### src/rtl/fetch_pkg.sv
// Shared definitions for the 8-bit instruction fetch block: the address
// width, the default parameter values and the fetch FSM state encoding.
package fetch_pkg;

  localparam int ADDR_W      = 8;
  localparam int DEF_INSTR_W = 16;
  localparam int DEF_DEPTH   = 2;

  // IDLE: free to accept a pc. WAIT: request outstanding and its data is
  // wanted. DROP: request outstanding but flushed, so its data is discarded.
  typedef enum logic [1:0] {
    IDLE = 2'd0,
    WAIT = 2'd1,
    DROP = 2'd2
  } fetch_state_t;

endpackage

### src/rtl/fetch_fifo.sv
// Small FIFO holding fetched {pc, instruction} entries until the decoder
// consumes them. Pushes into a full FIFO and pops from an empty FIFO are
// ignored. Clear empties the FIFO and takes priority over push and pop.
module fetch_fifo
  import fetch_pkg::*;
#(
  parameter int WIDTH = ADDR_W + DEF_INSTR_W,
  parameter int DEPTH = DEF_DEPTH
) (
  input  logic                       clk,
  input  logic                       reset,
  input  logic                       push,
  input  logic                       pop,
  input  logic                       clear,
  input  logic [WIDTH-1:0]           push_data,
  output logic [$clog2(DEPTH+1)-1:0] count,
  output logic [WIDTH-1:0]           head
);

  localparam int CNT_W = $clog2(DEPTH + 1);
  localparam int PTR_W = (DEPTH > 1) ? $clog2(DEPTH) : 1;
  localparam logic [CNT_W-1:0] FULL = CNT_W'(DEPTH);
  localparam logic [PTR_W-1:0] LAST = PTR_W'(DEPTH - 1);

  logic [WIDTH-1:0] mem [DEPTH];
  logic [PTR_W-1:0] wr_ptr;
  logic [PTR_W-1:0] rd_ptr;
  logic             do_push;
  logic             do_pop;

  // Wrapping increment that also works for depths that are not a power of two.
  function automatic logic [PTR_W-1:0] bump(input logic [PTR_W-1:0] p);
    return (p == LAST) ? '0 : p + PTR_W'(1);
  endfunction

  assign do_push = push && (count != FULL) && !clear;
  assign do_pop  = pop && (count != '0) && !clear;
  assign head    = mem[rd_ptr];

  // Pointer and occupancy bookkeeping; a simultaneous push and pop keeps count.
  // NOTE: sequential state uses non-blocking assignments so every flop
  // samples the values that existed before the clock edge.
  always_ff @(posedge clk or negedge reset) begin
    if (!reset) begin
      wr_ptr <= '0;
      rd_ptr <= '0;
      count  <= '0;
    end else if (clear) begin
      wr_ptr <= '0;
      rd_ptr <= '0;
      count  <= '0;
    end else begin
      if (do_push) wr_ptr <= bump(wr_ptr);
      if (do_pop)  rd_ptr <= bump(rd_ptr);
      case ({do_push, do_pop})
        2'b10:   count <= count + CNT_W'(1);
        2'b01:   count <= count - CNT_W'(1);
        default: count <= count;
      endcase
    end
  end

  // Entry storage written at the tail.
  // NOTE: storage is deliberately not reset; an entry is only ever observed
  // after it has been written, because count gates validity.
  always_ff @(posedge clk) begin
    if (do_push) mem[wr_ptr] <= push_data;
  end

endmodule

### src/rtl/fetch_8bit.sv
// Instruction fetch front end: takes pc values from the PC side, issues one
// memory read at a time and buffers returned instructions (with their pc)
// for the decoder. A flush drops buffered entries and any read in flight.
// Legal DEPTH values are 2..8.
module fetch_8bit
  import fetch_pkg::*;
#(
  parameter int INSTR_W = DEF_INSTR_W,
  parameter int DEPTH   = DEF_DEPTH
) (
  input  logic               clk,
  input  logic               reset,
  input  logic               req_valid,
  input  logic [7:0]         req_addr,
  output logic               req_ready,
  input  logic               flush,
  output logic               mem_req,
  output logic [7:0]         mem_addr,
  input  logic               mem_ack,
  input  logic [INSTR_W-1:0] mem_rdata,
  output logic               instr_valid,
  output logic [INSTR_W-1:0] instr,
  output logic [7:0]         instr_pc,
  input  logic               instr_ready
);

  localparam int ENTRY_W = ADDR_W + INSTR_W;
  localparam int CNT_W   = $clog2(DEPTH + 1);
  localparam logic [CNT_W-1:0] FULL = CNT_W'(DEPTH);

  fetch_state_t     state;
  logic             out_of_reset;
  logic [CNT_W-1:0] count;
  logic [ENTRY_W-1:0] head;
  logic             accept;
  logic             push;
  logic             pop;

  // Accepting only when a slot is free guarantees the returning word fits.
  assign req_ready   = out_of_reset && (state == IDLE) && !flush && (count < FULL);
  assign accept      = req_valid && req_ready;
  // mem_req is always high in WAIT, so an ack outside WAIT/DROP is stray.
  assign push        = (state == WAIT) && mem_ack && !flush;
  assign pop         = instr_valid && instr_ready && !flush;
  assign instr_valid = (count != '0);
  assign {instr_pc, instr} = head;

  // Holds req_ready low until the first clock edge after reset release.
  always_ff @(posedge clk or negedge reset) begin
    if (!reset) out_of_reset <= 1'b0;
    else        out_of_reset <= 1'b1;
  end

  // Fetch FSM with registered memory request and address.
  always_ff @(posedge clk or negedge reset) begin
    if (!reset) begin
      state    <= IDLE;
      mem_req  <= 1'b0;
      mem_addr <= 8'h00;
    end else begin
      case (state)
        IDLE: begin
          if (accept) begin
            mem_addr <= req_addr;
            mem_req  <= 1'b1;
            state    <= WAIT;
          end
        end
        WAIT: begin
          if (mem_ack) begin
            mem_req <= 1'b0;
            state   <= IDLE;
          end else if (flush) begin
            state <= DROP;
          end
        end
        DROP: begin
          if (mem_ack) begin
            mem_req <= 1'b0;
            state   <= IDLE;
          end
        end
        default: begin
          mem_req <= 1'b0;
          state   <= IDLE;
        end
      endcase
    end
  end

  fetch_fifo #(
    .WIDTH (ENTRY_W),
    .DEPTH (DEPTH)
  ) u_fifo (
    .clk       (clk),
    .reset     (reset),
    .push      (push),
    .pop       (pop),
    .clear     (flush),
    .push_data ({mem_addr, mem_rdata}),
    .count     (count),
    .head      (head)
  );

endmodule

### config.mk
export PLATFORM = sky130hd
export DESIGN_NAME = fetch_8bit
export DESIGN_NICKNAME = d
export VERILOG_FILES = /design/src/rtl/fetch_pkg.sv /design/src/rtl/fetch_fifo.sv /design/src/rtl/fetch_8bit.sv
export SDC_FILE = /design/constraint.sdc
export NUM_CORES = 1
export LEC_CHECK = 0
export ABC_AREA = 1
export CAP_MARGIN = 25
export CORE_MARGIN = 2
export CORE_UTILIZATION = 42
export DETAILED_ROUTE_END_ITERATION = 7
export PLACE_DENSITY = 0.81
export SYNTH_ARGS = -nofsm -noshare
export SYNTH_HDL_FRONTEND = slang
export SYNTH_SLANG_ARGS = --single-unit
### constraint.sdc
create_clock -name clk -period 2.3 [get_ports clk]
set_input_delay 0.69 -clock clk [delete_from_list [all_inputs] [get_ports clk]]
set_output_delay 0.69 -clock clk [all_outputs]
set_load 0.005 [all_outputs]
# [Word-level counts from Yosys, hierarchy flattened]
# Memory sizes are Yosys's and may differ from the RTL's.
# Index checks and enable logic that the tools add are counted.
# W data, S select, Z words.
[word_totals] register_bits=16 latch_bits=0 ramBits=48 mem_bits_ro=0 input_bits=30 out_inout_bits=35 memories=1
[mem_list] name="u_fifo.mem" words=2 word_bits=24 rd=1 rd_clocked_by_memory_dff=0 write_ports=1 line_no="fetch_fifo.sv:25" source="logic [WIDTH-1:0] mem [DEPTH];"
[classes] n_addsub=4 multipliers=0 n_div=0 magnitude_cmp=1 eq_ne=9 n_shift=0 muxes=18 bitwise_logic=0 n_reduce_logical=22
[op_table] cell="$logic_and A1 B1 Y1" n=12
[op_table] cell="$mux W1" n=10
[op_table] cell="$mux W2" n=5
[op_table] cell="$ne A2 B2 Y1 const B" n=3
[op_table] cell="$pmux W2 S3" n=1
[op_table] cell="$reduce_bool A2 Y1" n=3
[op_table] cell="$eq A2 B1 Y1 const B" n=2
[op_table] cell="$eq A2 B2 Y1 const B" n=2
[op_table] cell="$pmux W2 S2" n=1
[op_table] cell="$reduce_and A2 Y1" n=2
[op_table] cell="$ne A3 B3 Y1 const B" n=1
[op_table] cell="$reduce_and A3 Y1" n=1
[op_table] cell="$reduce_bool A3 Y1" n=1
[op_table] cell="$add A1 B1 Y1 const B" n=2
[op_table] cell="$add A2 B1 Y2 const B" n=1
[op_table] cell="$logic_not A2 Y1" n=1
[op_table] cell="$lt A2 B2 Y1 const B" n=1
[op_table] cell="$ne A2 B1 Y1 const B" n=1
[op_table] cell="$pmux W1 S2" n=1
[op_table] cell="$reduce_or A2 Y1" n=1
[op_table] cell="$sub A2 B1 Y2 const B" n=1
[op_table] cell="$logic_not A1 Y1" n=1

# [Depth between registers and ports, before layout]
# Gate-level depths: netlist (run 1).
[depth] depth_word=8 mapped_depth=9 depth_no_buf=9

# [Cells and area by module]
# A second synthesis (run 1) with hierarchy kept.
[hier_totals] hier_cells=239 hier_area_um2=2616.3
[modules_own_cells] mod="fetch_fifo" n_inst=1 cells_each=167 area_per_inst_um2=2024.4 seq_area_each_um2=1541.5
[modules_own_cells] mod="fetch_8bit" n_inst=1 cells_each=72 area_per_inst_um2=591.8 seq_area_each_um2=300.3

# [Least setup slack after synthesis (run 1)]
# Ideal clock, no wire load.
[synth_path] kind="input to register" from="input port mem_ack" to="memory u_fifo.mem[0][0] (netlist bit) (enable)" setup_ns=0.405 t_arrival_ns=2.045 required_ns=1.895 setup_slack_ns=-0.150 path_stages=4 cell_sequence="nand2_1 a21oi_1 nand2_1 nor2_1"
[synth_between] elab_chain_len=6
[synth_rtl] element="from (decl)" line_no="fetch_8bit.sv:19" source="input logic mem_ack,"
[synth_rtl] element="$logic_and A1 B1 Y1 (2 in a row)" line_no="fetch_8bit.sv:43" source="assign push = (state == WAIT) && mem_ack && !flush;"
[synth_rtl] element="$logic_and A1 B1 Y1 (2 in a row)" line_no="fetch_fifo.sv:36" source="assign do_push = push && (count != FULL) && !clear;"
[synth_rtl] element="$mux W1" line_no="fetch_fifo.sv:67" source="if (do_push) mem[wr_ptr] <= push_data;"
[synth_rtl] element="$mux W1 (not written as such)" line_no="fetch_fifo.sv:67"
[synth_rtl] element="to (decl)" line_no="fetch_fifo.sv:25"
# No other way between the ends.

# [Final worst setup path (run 1)]
[layout_path] from="register u_fifo.rd_ptr" to="output port instr_pc[3]"
[layout_between] elab_chain_len=1
[layout_rtl] element="from (decl)" line_no="fetch_fifo.sv:27" source="logic [PTR_W-1:0] rd_ptr;"
[layout_rtl] element="from (signal assigned)" line_no="fetch_fifo.sv:54" source="if (do_pop) rd_ptr <= bump(rd_ptr);"
[layout_rtl] element="$mem_v2 Z2 W24"
[layout_rtl] element="to (decl)" line_no="fetch_8bit.sv:23" source="output logic [7:0] instr_pc,"
# No other way between the ends.

==> flow_summary.toml, run 1 <==
[run_status]
outcome = "finished, final reports clean"

[place]
gp_congestion = 0.759
placed_cell_area_mm2 = 0.00334
portBuffers = 64
dp_cells = 371
place_hpwl_um = 3230

[timing]
whs_ns = 0.484
fin_crit_sh_pct = 98.7
fmax_ghz = 0.441
skew_ns = 0.00964
fin_crit_ns = 2.27
hold_violations = 0
maxSlewHeadroom_pct = 51.5
drv_slew = 0
setup_viol = 0
rsz0062_at_grt = "yes"
tightest_slew_ns = 0.726

[layout]
fin_area_mm2 = 0.00354
final_cells = 387
syn_to_final_growth_pct = 38.5
drive_gt1_share_pct = 11.5
seqCellArea_mm2 = 0.00184
mostFrequentLayoutCell = "nand2_1"
nets = 341
n_antenna_cell = 0
multi_input_area_um2 = 613
num-fill-cells = 496
final_cell_mix = "nand2_1, clkdlybuf4s50_1, edfxtp_1"

[critical_path]
worstPathRequired_ns = 1.61
critPathLaunchType = "flip-flop"
r2r_cells = 7
worstPathMaxFanout = 24
cp.arrival_ns = 1.58
end_kind = "output port"
critPathKind = "reg -> out"

[clocking]
clk_latency_ns = 0.32
cts_inserted_buffers = 9
postCtsSetupBuffers = 0
cts_tree = "built"
clock-root-buffer = "clkbuf_8"
clock_path_buffers = 2
path_clk_slew_ns = 0.07
cts_sinks = 64
htree_levels = 3

[grt]
grt_pass1_vias = 1644
grt_max_degree = 27
track_usage_pct = 14.5
antenna_found_initial = 0
grt_pass1_wl_um = 7080
grt.overflow.total = 0

[logic_synthesis]
synth_edf_count = 48
netlist-cell-type-count = 21
synthTopCellsByArea = "edfxtp_1, dfrtp_1, nand2_1, inv_1, ha_1"
synth_seq_cells = 64
ys_warn_count = 0
synth_ff_type = "edfxtp_1"
async_flop_share_pct = 25.0
synthesis.nets = 261
synth_top_area_share_pct = 56.5
syn_area_mm2 = 0.00255
avgSynthCellArea_um2 = 11.2
yosysSeqAreaShare_pct = 72.2
syn_inst = 227
yosysTopAreaCell = "edfxtp_1"

[routing]
dr.pass1.iters = 4
wire_per_inst_um = 11.6
vias_per_cell = 4.44
postRouteAntennaNets = 0
route.detailed.drc = 0
num_vias = 1720
wirelength_um = 4480
drt_iter0_drc = 69

[floorplanning]
core_area_mm2 = 0.00589
rows = 28
start_util_pct = 43.4
io_pins = 65
die_h_um = 82.0
die_w_um = 82.0
dieArea_mm2 = 0.00672

[worst_hold_path]
whs_path_depth = 2
min_path_type = "reg -> reg"

[pwr]
vdd_drop_max_mv = 0.501
total_power_uw = 3230
leakage_uw = 0.00156
p_per_area_mw_per_mm2 = 915

[flow_run]
max_cap_viol_count = 0
==> power breakdown <==
group / switching, uW / internal, uW
registers: 121 / 1460
clock network: 392 / 378
logic: 405 / 479
total: 918 / 2320
==> per-layer routing <==
layer / vias to the layer above / GRT usage, % / part of all wire [%]
li1: 906 / - / -
met1: 762 / 17.0 / 43
met2: 46 / 24.2 / 49
met3: 6 / 3.63 / 6.0
met4: 0 / 8.00 / 1.5
met5: - / 0 / 0
==> stage by stage <==
step                      util [%]  setup TNS, ns  setup WS [ns]
after floorplan                  -              0          0.235
after global placement        56.7         -0.382         -0.382
after detailed placement      56.7         -0.361         -0.361
after CTS                     59.8              0        0.00414
after global routing          60.1         -0.412        -0.0668
final                         60.1              0         0.0303
==> cell families after synthesis <==
family	after synthesis	synth area share (%)
compound gates	17	3.38
flops	64	72.2
other cells	1	0.147
buf+inv	26	4.31
fa+ha+maj	4	1.96
simple gates	115	18.0
==> worst max-delay path, cell delays in order (launching register included) <==
cell,delay [ns]
dfrtp_2,0.44
buf_12,0.18
nand2_1,0.06
nand2_1,0.07
clkdlybuf4s50_1,0.50
==> path summary, 6_finish.rpt <==
check | from | end | slack, ns
setup / recovery | u_fifo.rd_ptr$_DFFE_PN0P_ | instr_pc[3] | 0.03
hold / removal | mem_req$_DFFE_PN0P_ | mem_req$_DFFE_PN0P_ | 0.48
setup reg to reg | state[1]$_DFFE_PN0P_ | u_fifo.mem[0][18]$_DFFE_PP_ | 0.58
hold reg to reg | mem_req$_DFFE_PN0P_ | mem_req$_DFFE_PN0P_ | 0.48
max in group asynchronous | reset | u_fifo.rd_ptr$_DFFE_PN0P_ | 1.01
min in group asynchronous | reset | u_fifo.count[1]$_DFFE_PN0P_ | 0.80
==> cell usage after synthesis, types with 3 or more instances <==
cell type,number
nand2_1,99
edfxtp_1,48
inv_1,19
dfrtp_1,16
o21ai_1,9
nor2_1,6
nand3_1,5
buf_2,4
ha_1,4
o21ai_0,4
a21oi_1,3
==> area by class of cell <==
type                    count  share of cell area (%)
clock buffers               9                    3.50
inverters                  20                    2.34
multi-input cells         137                    17.3
repair buffers             75                    20.9
flip-flops and latches     64                    52.1
well taps                  75                    2.65
clock inverters             7                    1.10
==> sequential cells by signal (all words and copies together) (netlist names) <==
name,cells
u_fifo.rd_ptr,1
mem_addr,8
u_fifo.count,2
state,2
out_of_reset,1
u_fifo.mem,48
u_fifo.wr_ptr,1
mem_req,1
==> timing repair <==
| item | in CTS | in global routing |
|---|---|---|
| hold endpoints to repair | 0 | 0 |
| pin swaps | 1 | 1 |
| hold buffers | 0 | 0 |
| setup endpoints to repair | 25 | 20 |
| resized for setup | 16 | 9 |
Note: power is estimated with default switching activity, not from simulation.
==> inputs of run 2 (changes only) <==
--- a/config.mk
+++ b/config.mk
@@ -14,3 +14,4 @@
 export SYNTH_ARGS = -nofsm -noshare
 export SYNTH_HDL_FRONTEND = slang
 export SYNTH_SLANG_ARGS = --single-unit
+export TNS_END_PERCENT = 5
==> flow_summary.toml, run 2 (synthesized netlist as in run 1, its figures left out) <==
[timing]
drv_slew = 0
hold_violations = 0
fmax_ghz = 0.439
fin_crit_ns = 2.28
setup_viol = 0
fin_crit_sh_pct = 99.1
skew_ns = 0.00561
rsz0062_at_grt = "yes"
setup-tns-final_ns = 0

[floorplanning]
core_area_mm2 = 0.00589
die_w_um = 82.0
io_pins = 65
start_util_pct = 43.4
rows = 28
dieArea_mm2 = 0.00672
die_h_um = 82.0

[routing]
postRouteAntennaNets = 0
drt_iter0_drc = 102
vias_per_cell = 4.64
route.detailed.drc = 0
wire_per_inst_um = 12.2
wirelength_um = 4650
num_vias = 1772
dr.pass1.iters = 4

[layout]
final_cells = 382
num-fill-cells = 477
reg.largest.list = "u_fifo.mem x48, mem_addr x8"
drive_gt1_share_pct = 10.1
nets = 337
syn_to_final_growth_pct = 38.4
final_cell_mix = "nand2_1, clkdlybuf4s50_1, edfxtp_1"
mostFrequentLayoutCell = "nand2_1"
top_register = "u_fifo.mem"
largest_register_ffs = 48
n_antenna_cell = 0

[critical_path]
worstPathRequired_ns = 1.61
worstPathMaxFanout = 24
critPathLaunchType = "flip-flop"
cp.arrival_ns = 1.59
end_kind = "output port"
critPathKind = "reg -> out"

[clocking]
cts_tree = "built"
cts_sinks = 64
htree_levels = 3
path_clk_slew_ns = 0.06
cts_hold_buf = 0
clk_latency_ns = 0.32
clock-root-buffer = "clkbuf_8"
clock_path_buffers = 2
cts_inserted_buffers = 9
postCtsSetupBuffers = 0

[run_status]
outcome = "finished, final reports clean"

[grt]
antenna_found_initial = 0
grt.overflow.total = 0
track_usage_pct = 14.7
grt_pass1_vias = 1657
grt_pass1_wl_um = 7220
grt_max_degree = 27

[pwr]
total_power_uw = 3240
leakage_uw = 0.00155
vdd_drop_max_mv = 0.668
p_per_area_mw_per_mm2 = 917

[flow_run]
max_cap_viol_count = 0

[place]
place_hpwl_um = 3240
dp_cells = 367
portBuffers = 64
gp_congestion = 0.727

[worst_hold_path]
min_path_type = "reg -> reg"
==> run 2: worst paths after layout <==
| path | start | end | slack, ns | cells past startpoint |
|---|---|---|---|---|
| max in group asynchronous | reset | u_fifo.rd_ptr$_DFFE_PN0P_ | 1.41 | 2 |
| max reg2reg | state[1]$_DFFE_PN0P_ | u_fifo.mem[0][8]$_DFFE_PP_ | 0.60 | 7 |
| min in group asynchronous | reset | u_fifo.rd_ptr$_DFFE_PN0P_ | 0.69 | 2 |
| min | mem_req$_DFFE_PN0P_ | mem_req$_DFFE_PN0P_ | 0.50 | 2 |
| max | u_fifo.rd_ptr$_DFFE_PN0P_ | instr_pc[6] | 0.02 | 4 |
| min reg2reg | mem_req$_DFFE_PN0P_ | mem_req$_DFFE_PN0P_ | 0.50 | 2 |
==> run 2: stage by stage <==
| step | util, % | cell area [um2] | setup slack [ns] | hold slack, ns |
|---|---|---|---|---|
| floorplan | - | 2550 | -0.0378 | 0.394 |
| global placement | 56.7 | 3330 | -0.277 | 0.460 |
| detailed placement | 56.7 | 3330 | -0.338 | 0.480 |
| CTS | 59.7 | 3510 | 0.00121 | 0.498 |
| global route | 60.0 | 3530 | -0.0671 | 0.515 |
| finish | 60.0 | 3530 | 0.0199 | 0.496 |
==> run 2: layout make-up <==
cell class                      count  area [um2]  area share (%)
Multi-Input combinational cell    137         613            17.4
Inverter                           20        82.6            2.34
Clock buffer                       10         128            3.61
Timing Repair Buffer               71         747            21.1
Tap cell                           75        93.8            2.66
Sequential cell                    64        1840            52.2
Clock inverter                      5        25.0           0.708
==> run 2: worst max-delay path, stage by stage (launching register included) <==
cell and delay [ns]:
dfrtp_2 0.44, buf_12 0.18, nand2_1 0.06, nand2_1 0.08, clkdlybuf4s50_1 0.50
==> run 2: layer usage <==
layer  track usage, %  vias to the layer above  part of all wire, %
li1                 -                      889                    -
met1             16.0                      830                   40
met2             26.4                       47                   52
met3             3.52                        6                  5.9
met4             7.50                        0                  1.4
met5                0                        -                    0
==> run 2: what timing repair did <==
| item | in CTS | in global routing |
|---|---|---|
| endpoints found under the hold margin | 0 | 0 |
| pin swaps | 1 | 1 |
| resized for setup | 13 | 11 |
| endpoints found under the setup margin | 25 | 24 |
==> run 2: report_power, final <==
part	switching [uW]	leakage [uW]	total, uW	internal [uW]
Clock	375	0.0000770	748	373
Combinational	410	0.000835	902	493
Sequential	128	0.000638	1590	1460
Total	913	0.00155	3240	2330
==> inputs of run 3 (changes only) <==
--- a/config.mk
+++ b/config.mk
@@ -13,5 +13,6 @@
 export PLACE_DENSITY = 0.81
 export SYNTH_ARGS = -nofsm -noshare
 export SYNTH_HDL_FRONTEND = slang
+export SYNTH_HIERARCHICAL = 1
 export SYNTH_SLANG_ARGS = --single-unit
 export TNS_END_PERCENT = 5
==> flow_summary.toml, run 3 <==
[timing]
hold_violations = 0
setup_viol = 0
whs_ns = 0.483
fin_crit_ns = 2.29
drv_slew = 0
skew_ns = 0.00553
rsz0062_at_grt = "yes"
fmax_ghz = 0.437
fin_ws_ns = 0.0108
fin_crit_sh_pct = 99.5

[pwr]
clkPwrFrac_pct = 29.7
switching_power_uw = 929
vdd_drop_max_mv = 0.530
p_per_area_mw_per_mm2 = 914
seqPwrFrac_pct = 44.6
switching_share_pct = 26.9
internal_power_uw = 2520
leakage_uw = 0.00174
total_power_uw = 3450
comb_power_share_pct = 25.8

[layout]
top_register = "u_fifo/mem"
n_antenna_cell = 0
seqCellArea_mm2 = 0.00184
drive_gt1_share_pct = 16.9
final_util_pct = 63.4
nets = 360
mostFrequentLayoutCell = "nand2_1"
largest_register_ffs = 48
syn_to_final_growth_pct = 44.2
num-fill-cells = 469
final_cell_mix = "nand2_1, edfxtp_1, clkdlybuf4s50_1"
reg.largest.list = "u_fifo/mem x48, mem_addr x8"
multi_input_area_um2 = 706
fin_area_mm2 = 0.00377

[clocking]
clock_path_buffers = 2
cts_inserted_buffers = 9
clk_latency_ns = 0.32
path_clk_slew_ns = 0.07
cts_sinks = 64
cts_tree = "built"
cts_hold_buf = 0
clock-root-buffer = "clkbuf_8"
htree_levels = 3

[critical_path]
reg2reg_from = "state[1]$_DFFE_PN0P_"
critPathKind = "reg -> out"
worstPathMaxFanout = 26
cp.arrival_ns = 1.60
critPathLaunchType = "flip-flop"
worstPathRequired_ns = 1.61
r2r-end = "u_fifo/mem[0][7]$_DFFE_PP_"
end_kind = "output port"
r2r_cells = 11
r2r_setup_slack_ns = 0.43

[grt]
grt_pass1_wl_um = 8530
grt_max_degree = 27
grt_pass1_vias = 1936
antenna_found_initial = 0
grt.overflow.total = 0
track_usage_pct = 15.7

[routing]
wirelength_um = 5110
num_vias = 1886
wire_per_inst_um = 12.6
dr.pass1.iters = 4
route.detailed.drc = 0
postRouteAntennaNets = 0
vias_per_cell = 4.63
drt_iter0_drc = 120

[logic_synthesis]
syn_inst = 239
synth_ff_type = "edfxtp_1"
synth_commonest_cells = "nand2_1, edfxtp_1, dfrtp_1"
yosysMostFrequentCell = "nand2_1"
synthTopCellsByArea = "edfxtp_1, nand2_1, dfrtp_1, inv_1, ha_1"
ys_warn_count = 6
synth_seq_cells = 64
synthesis.nets = 272
synth_edf_count = 48
avgSynthCellArea_um2 = 10.9
netlist-cell-type-count = 23
yosysSeqAreaShare_pct = 70.4
async_flop_share_pct = 25.0
synth_top_area_share_pct = 55.1
yosysTopAreaCell = "edfxtp_1"
syn_area_mm2 = 0.00262

[worst_hold_path]
hold_end = "mem_req$_DFFE_PN0P_"
whs_path_depth = 2
min_path_type = "reg -> reg"
worstHoldStart = "mem_req$_DFFE_PN0P_"

[place]
placed_cell_area_mm2 = 0.00344
place_hpwl_um = 3510
gp_congestion = 0.854
place_ws_ns = -0.248
portBuffers = 64

[floorplanning]
start_util_pct = 43.9
rows = 28
die_h_um = 82.9
die_w_um = 82.9
io_pins = 65
dieArea_mm2 = 0.00688
core_area_mm2 = 0.00596

[flow_run]
max_cap_viol_count = 0

[run_status]
outcome = "finished, final reports clean"
-- run 3: cell count changes after synthesis, sizes merged, moves of 2 or more --
cell	change
o21ai	-11
nand2	+30
nand3	-2
inv	-4
-- run 3: worst max-delay path: stages, from the launching register on --
cell	delay [ns]
dfrtp_2	0.46
inv_8	0.16
nand2_1	0.08
nand2_1	0.07
clkdlybuf4s50_1	0.50
-- run 3: metal layers --
layer | vias up | global-route usage (%) | wire length [um]
li1 | 943 | - | -
met1 | 890 | 17.2 | 2090
met2 | 47 | 27.9 | 2720
met3 | 6 | 5.67 | 263
met4 | 0 | 5.66 | 41
met5 | - | 0 | 0
-- run 3: worst max path at each step --
stage,from,end,slack (ns),depth (start not counted)
floorplan,mem_ack,u_fifo/mem[0][0]$_DFFE_PP_,0.13,6
global placement,flush,req_ready,-0.23,5
detailed placement,flush,req_ready,-0.25,5
CTS,u_fifo/rd_ptr$_DFFE_PN0P_,instr_pc[0],-0.03,4
global route,u_fifo/rd_ptr$_DFFE_PN0P_,instr_pc[7],-0.09,4
finish,u_fifo/rd_ptr$_DFFE_PN0P_,instr_pc[5],0.01,4
-- run 3: power groups by stage --
| stage | clock (uW) | sequential, uW | combinational, uW |
|---|---|---|---|
| 2_1_floorplan | 0 | 1530 | 376 |
| 3_3_place_gp | 0 | 1550 | 788 |
| 3_5_place_dp | 0 | 1560 | 815 |
| 4_1_cts | 1060 | 1540 | 906 |
| 5_1_grt | 1110 | 1560 | 985 |
| 6_report | 1020 | 1540 | 888 |
-- run 3: logic make-up after synthesis --
logic type               after synthesis  synth area share [%]
AO/OA/AOI/OAI                          5                  1.20
adder cells (fa/ha/maj)                3                  1.43
buffers and inverters                 22                  3.54
flip-flops                            64                  70.4
other                                  1                 0.143
AND/OR/NAND/NOR                      144                  23.3
-- run 3: final cells by class --
type,count,area share (%)
multi-input cells,153,18.7
clock inverters,7,2.52
repair buffers,82,22.1
flip-flops and latches,64,48.8
inverters,17,2.02
clock buffers,9,3.28
well taps,75,2.49
-- run 3: stage by stage --
stage | TNS (ns) | std cells
2_1_floorplan | 0 | 239
3_3_place_gp | -4.07 | 385
3_5_place_dp | -5.55 | 385
4_1_cts | -0.159 | 407
5_1_grt | -0.531 | 407
6_report | 0 | 407
-- run 3: what timing repair did --
action,in CTS,in global routing
buffers inserted,6,0
pin swaps,2,0
resized for setup,11,17
endpoints found under the setup margin,25,24
gates cloned,0,0
